[config.mk]
export PLATFORM = sky130hd
export DESIGN_NAME = alu_issue_scheduler
export DESIGN_NICKNAME = d
export VERILOG_FILES = /design/src/rtl/alu_pkg.sv /design/src/rtl/alu_issue_scheduler_rr_arbiter.sv /design/src/rtl/alu_issue_scheduler.sv
export SDC_FILE = /design/constraint.sdc
export NUM_CORES = 1
export LEC_CHECK = 0
export ABC_AREA = 0
export ABC_CLOCK_PERIOD_IN_PS = 4300
export CAP_MARGIN = 10
export CORE_MARGIN = 3
export CORE_UTILIZATION = 39
export DETAILED_ROUTE_END_ITERATION = 16
export GPL_TIMING_DRIVEN = 0
export HOLD_SLACK_MARGIN = 0.1
export PLACE_DENSITY_LB_ADDON = 0.1
export SETUP_SLACK_MARGIN = 0.4
export SYNTH_ARGS = -nofsm -noshare
export SYNTH_HDL_FRONTEND = slang
export SYNTH_SLANG_ARGS = --single-unit
[constraint.sdc]
create_clock -name clk -period 4.3 [get_ports clk]
set_clock_uncertainty 0.05 [all_clocks]
set_input_delay 0.43 -clock clk [delete_from_list [all_inputs] [get_ports clk]]
set_output_delay 0.43 -clock clk [all_outputs]
set_load 0.03 [all_outputs]
[src/rtl/alu_pkg.sv]
// Shared ALU types: opcodes, NZCV flags and the request record seen by the issue scheduler.
package alu_pkg;

  typedef enum logic [3:0] {
    ALU_ADD = 4'd0,
    ALU_SUB = 4'd1,
    ALU_AND = 4'd2,
    ALU_ORR = 4'd3,
    ALU_EOR = 4'd4,
    ALU_LSL = 4'd5,
    ALU_LSR = 4'd6,
    ALU_ASR = 4'd7
  } alu_op_t;

  typedef struct packed {
    logic n;
    logic z;
    logic c;
    logic v;
  } alu_flags_t;

  typedef struct packed {
    alu_op_t     op;
    logic [31:0] a;
    logic [31:0] b;
    logic        setf;
  } alu_req_t;

  localparam alu_op_t ALU_OP_LAST = ALU_ASR;

  // Any encoding past the last defined opcode is accepted but flagged as an error.
  function automatic logic op_is_illegal(input logic [3:0] op);
    return op > 4'(ALU_OP_LAST);
  endfunction

endpackage

[src/rtl/alu_issue_scheduler_rr_arbiter.sv]
// Round-robin arbiter: one-hot grant scanning upward from a registered pointer with wrap.
module rr_arbiter #(
  parameter int N = 2
) (
  input  logic                 clk,
  input  logic                 rst,
  input  logic [N-1:0]         req,
  input  logic                 advance,
  output logic [N-1:0]         grant,
  output logic [$clog2(N)-1:0] ptr
);

  localparam int PW = $clog2(N);

  logic [PW-1:0] winner;
  logic [PW-1:0] ptr_next;
  logic          found;
  int            idx;

  always_comb begin
    grant  = '0;
    winner = ptr;
    found  = 1'b0;
    idx    = 0;
    for (int i = 0; i < N; i++) begin
      idx = int'(ptr) + i;
      if (idx >= N) idx = idx - N;
      if (!found && req[idx]) begin
        grant[idx] = 1'b1;
        winner     = PW'(idx);
        found      = 1'b1;
      end
    end
    ptr_next = (winner == PW'(N - 1)) ? '0 : winner + PW'(1);
  end

  // The pointer only moves past a requester that was actually accepted.
  always_ff @(posedge clk or posedge rst) begin
    if (rst) begin
      ptr <= '0;
    end else if (advance && |req) begin
      ptr <= ptr_next;
    end
  end

endmodule

[src/rtl/alu_issue_scheduler.sv]
// Shares one external combinational ALU between requesters via an issue slot and a response slot,
// and owns the architectural APSR NZCV register.
module alu_issue_scheduler
  import alu_pkg::*;
#(
  parameter int NUM_REQ = 2,
  parameter int DATA_W  = 32
) (
  input  logic                  clk,
  input  logic                  rst,
  input  logic [NUM_REQ-1:0]    req_valid,
  output logic [NUM_REQ-1:0]    req_ready,
  input  logic [4*NUM_REQ-1:0]  req_op,
  input  logic [DATA_W*NUM_REQ-1:0] req_a,
  input  logic [DATA_W*NUM_REQ-1:0] req_b,
  input  logic [NUM_REQ-1:0]    req_setf,
  output logic [NUM_REQ-1:0]    resp_valid,
  input  logic [NUM_REQ-1:0]    resp_ready,
  output logic [DATA_W-1:0]     resp_result,
  output logic [3:0]            resp_flags,
  output logic                  resp_err,
  output logic [3:0]            alu_op,
  output logic [DATA_W-1:0]     alu_a,
  output logic [DATA_W-1:0]     alu_b,
  input  logic [DATA_W-1:0]     alu_result,
  input  logic [3:0]            alu_flags,
  output logic [3:0]            apsr_flags,
  output logic                  busy
);

  localparam int OW = $clog2(NUM_REQ);

  logic              i_valid, i_setf;
  logic [OW-1:0]     i_owner;
  logic [3:0]        i_op;
  logic [DATA_W-1:0] i_a, i_b;

  logic              r_valid, r_err;
  logic [OW-1:0]     r_owner;
  logic [DATA_W-1:0] r_result;
  alu_flags_t        r_flags;
  alu_flags_t        apsr;

  logic [NUM_REQ-1:0] grant;
  logic [OW-1:0]      rr_ptr_unused;
  logic               r_free, i_adv, accept, i_illegal;

  logic [OW-1:0]     win_idx;
  logic [3:0]        sel_op;
  logic [DATA_W-1:0] sel_a, sel_b;
  logic              sel_setf;

  assign r_free    = !r_valid || resp_ready[r_owner];
  assign i_adv     = i_valid && r_free;
  assign accept    = (!i_valid || i_adv) && (|req_valid) && !rst;
  assign i_illegal = op_is_illegal(i_op);

  rr_arbiter #(.N(NUM_REQ)) u_arb (
    .clk     (clk),
    .rst     (rst),
    .req     (req_valid),
    .advance (accept),
    .grant   (grant),
    .ptr     (rr_ptr_unused)
  );

  assign req_ready = accept ? grant : '0;

  always_comb begin
    win_idx  = '0;
    sel_op   = '0;
    sel_a    = '0;
    sel_b    = '0;
    sel_setf = 1'b0;
    for (int i = 0; i < NUM_REQ; i++) begin
      if (grant[i]) begin
        win_idx  = OW'(i);
        sel_op   = req_op[4*i +: 4];
        sel_a    = req_a[DATA_W*i +: DATA_W];
        sel_b    = req_b[DATA_W*i +: DATA_W];
        sel_setf = req_setf[i];
      end
    end
  end

  // Issue slot refills in the same cycle it hands its operation to the response slot.
  always_ff @(posedge clk or posedge rst) begin
    if (rst) begin
      i_valid <= 1'b0;
      i_owner <= '0;
      i_op    <= '0;
      i_a     <= '0;
      i_b     <= '0;
      i_setf  <= 1'b0;
    end else if (accept) begin
      i_valid <= 1'b1;
      i_owner <= win_idx;
      i_op    <= sel_op;
      i_a     <= sel_a;
      i_b     <= sel_b;
      i_setf  <= sel_setf;
    end else if (i_adv) begin
      i_valid <= 1'b0;
    end
  end

  always_ff @(posedge clk or posedge rst) begin
    if (rst) begin
      r_valid  <= 1'b0;
      r_owner  <= '0;
      r_result <= '0;
      r_flags  <= '0;
      r_err    <= 1'b0;
    end else if (i_adv) begin
      r_valid  <= 1'b1;
      r_owner  <= i_owner;
      r_result <= i_illegal ? '0 : alu_result;
      r_flags  <= alu_flags_t'(alu_flags);
      r_err    <= i_illegal;
    end else if (r_valid && resp_ready[r_owner]) begin
      r_valid <= 1'b0;
    end
  end

  // Illegal operations never touch the architectural flags, whatever setf says.
  always_ff @(posedge clk or posedge rst) begin
    if (rst) begin
      apsr <= '0;
    end else if (i_adv && i_setf && !i_illegal) begin
      apsr <= alu_flags_t'(alu_flags);
    end
  end

  always_comb begin
    resp_valid = '0;
    if (r_valid) resp_valid[r_owner] = 1'b1;
  end

  assign resp_result = r_result;
  assign resp_flags  = r_flags;
  assign resp_err    = r_err;
  assign alu_op      = i_op;
  assign alu_a       = i_a;
  assign alu_b       = i_b;
  assign apsr_flags  = apsr;
  assign busy        = i_valid | r_valid;

endmodule

==> metrics.yaml <==
synthesis:
  synth_compound_area_share_pct: 14.3
  ys_types: 26
  synth_xor_area_share_pct: 0
  synth_top_family_by_area: "multiplexers"
  yosysSeqAreaShare_pct: 53.0
  synth_fp_nets: 571
  syn_area_per_cell_um2: 13.9
  synthAdderAreaFrac_pct: 0
  syn_area_mm2: 0.00543
  ys_ff_latch: 115
  synth-simple-area-share_pct: 4.84
  synthMuxAreaShare_pct: 23.6
  netlist_instances: 391
  synth_warnings: 0
timing:
  setup_violations: 0
  slew_headroom_pct: 44.0
  period_share_pct: 81.6
  slew_violations: 0
  rsz0062_at_grt: "false"
  finalHoldViolCount: 0
  finalCriticalPeriod_ps: 3510
  fmax_mhz: 285
  worst_pin_slew_ps: 839
cts:
  cts_buffers: 17
  cts_tree: "yes"
  root_buffer: "clkbuf_16"
  cts.sinks: 115
  clk_pin_slew_ps: 50
  htreeDepth: 4
  cts_resized: 0
  cts_hold_buf: 0
  clock_path_buffers: 2
  clkLatencyLatePin_ps: 410
  post-cts-setup-buffers: 0
die:
  core_area_mm2: 0.0135
  initial_core_util_pct: 40.4
  row_count: 42
  die_x_um: 124
  die_area_mm2: 0.0154
  dieHeight_um: 124
  io_pins: 294
worst_setup_path:
  worstPathArrival_ps: 3030
  worst-setup-path-type: "primary input to primary output"
  crit_start: "req_valid[0]"
  cp-end-kind: "primary output"
  crit_fanout: 10
  critical_path.startpoint_type: "primary input"
  crit-reg2reg-launch: "u_arb.ptr"
  required_ps: 3820
place:
  hpwl_um: 13000
  numPortBuffers: 292
  post_dp_cell_area_mm2: 0.00864
  post-place-cells: 862
  place.gp.congestion: 0.778
drt:
  drc: 0
  wl_um: 17000
  drtIter0Drc: 173
  met2_length_um: 8690
  firstDrtPassIters: 4
  ant_nets: 0
  wl_met1_um: 6120
  num_vias: 4608
  highest_layer: "met4"
  wl_met3_um: 1830
  viasPerCell: 5.15
  routedWlPerCell_um: 19.0
final_layout:
  area_delta_synth_final_pct: 71.0
  utilization_pct: 69.1
  fillers: 1003
  stdcell_count: 895
  stdcell_area_mm2: 0.00929
  drive_gt1_share_pct: 22.8
  nets: 885
outcome:
  status: "finished clean"
power_and_ir_drop:
  power.share.clock_pct: 24.7
  swShare_pct: 36.5
  p_comb_share_pct: 47.2
  switching_power_mw: 2.27
  power.leakage_nw: 3.77
  vdd_drop_max_uv: 409
  cellPowerDensity_mw_per_mm2: 669
  seqPwrFrac_pct: 28.2
  p_int_mw: 3.94
global_routing:
  antenna_found_initial: 1
  grt_pass1_wl_um: 24900
  grt_pass1_vias: 4782
  grt_overflow_total: 0
  grt_usage_pct: 21.5
  grt_max_degree: 38
worst_hold_path:
  holdCritPathClass: "primary input to asynchronous set/reset pin"
job:
  maxCapViolations: 0
## logic make-up (layout without fill, tap and decap cells)
kind of cell	count (synthesis)	after routing
mux	113	113
compound gates	77	77
other cells	0	1
simple gates	44	44
flops	115	115
buf+inv	42	369
## Yosys cell counts (all sizes together)
cell type	instances	share of area, %
inv	3	0.21
nor3	1	0.092
dfrtp	115	53
or2	1	0.12
nand2b	1	0.12
a311oi	1	0.16
and3	2	0.23
and2	1	0.12
a211oi	1	0.23
o32a	1	0.18
a21boi	2	0.35
nor2b	33	3.8
mux2	111	23
buf	12	2.2
mux2i	2	0.60
clkbuf	27	1.9
nand2	4	0.28
o21bai	1	0.14
nand3	1	0.092
a32o	69	13
a21o	1	0.14
a31oi	1	0.39
## worst paths after layout
| kind | to | slack (ps) | cells after the start |
|---|---|---|---|
| worst max-delay path | req_ready[0] | 790 | 5 |
| worst min-delay path | u_arb.ptr | 420 | 2 |
| worst max register to register | alu_b[18] | 2240 | 4 |
| worst min register to register | alu_b[13] | 450 | 1 |
| max in group asynchronous | resp_result[9] | 3060 | 4 |
| min in group clk | alu_b[13] | 450 | 1 |
## worst max-delay path, cell delays in order
cell             delay [ps]
clkdlybuf4s50_1         530
a21boi_1                710
clkbuf_1                440
and3_1                  220
clkdlybuf4s50_1         700
## power groups by stage
stage / logic (mW) / registers [mW] / clock network [mW]
floorplan: 0.840 / 2.57 / 0
global placement: 2.92 / 1.74 / 0
detailed placement: 2.95 / 1.76 / 0
CTS: 2.97 / 1.75 / 1.56
global route: 3.09 / 1.81 / 1.61
finish: 2.93 / 1.75 / 1.53
## area by class of cell
| cell class | instances | area [µm²] | area share (%) |
|---|---|---|---|
| Buffer | 39 | 220 | 2.37 |
| Timing Repair Buffer | 295 | 2980 | 32.1 |
| Tap cell | 176 | 220 | 2.37 |
| Clock buffer | 18 | 439 | 4.73 |
| Antenna cell | 1 | 2.50 | 0.0269 |
| Sequential cell | 115 | 2880 | 31.0 |
| Inverter | 3 | 15.0 | 0.162 |
| Clock inverter | 14 | 210 | 2.26 |
| Multi-Input combinational cell | 234 | 2320 | 25.0 |
## per-layer routing
metal	vias up	track usage, %
met3	31	8.86
met1	2235	22.8
li1	2133	-
met5	-	0
met4	0	9.03
met2	209	37.7
## layout by cell type (no fill, tap or decap), types with 2 or more instances in the layout
master           instances
clkdlybuf4s50_1        292
dfrtp_1                115
mux2_2                 111
a32o_1                  69
nor2b_1                 33
clkbuf_1                27
clkbuf_16               17
buf_6                    9
bufinv_16                5
nand2_1                  4
clkinvlp_4               4
clkinv_2                 4
buf_12                   3
buf_2                    2
inv_1                    2
and3_1                   2
clkinv_4                 2
## state kept, by name, summed over array words and instances (netlist names)
signal and flops:
alu_a 32, alu_b 32, alu_op 4, apsr_flags 4, i_owner 1, i_setf 1
i_valid 1, r_owner 1, r_valid 1, resp_err 1, resp_flags 4, resp_result 32
u_arb.ptr 1
## metrics by stage
step                setup slack (ps)  power [mW]  hold slack [ps]  TNS [ps]
global placement                -647        4.66              439      -647
CTS                              698        6.28              410         0
finish                           793        6.21              416         0
detailed placement               703        4.72              444         0
floorplan                       1190        3.41              429         0
global route                     606        6.51              437         0
(Power assumes the default switching activity.)
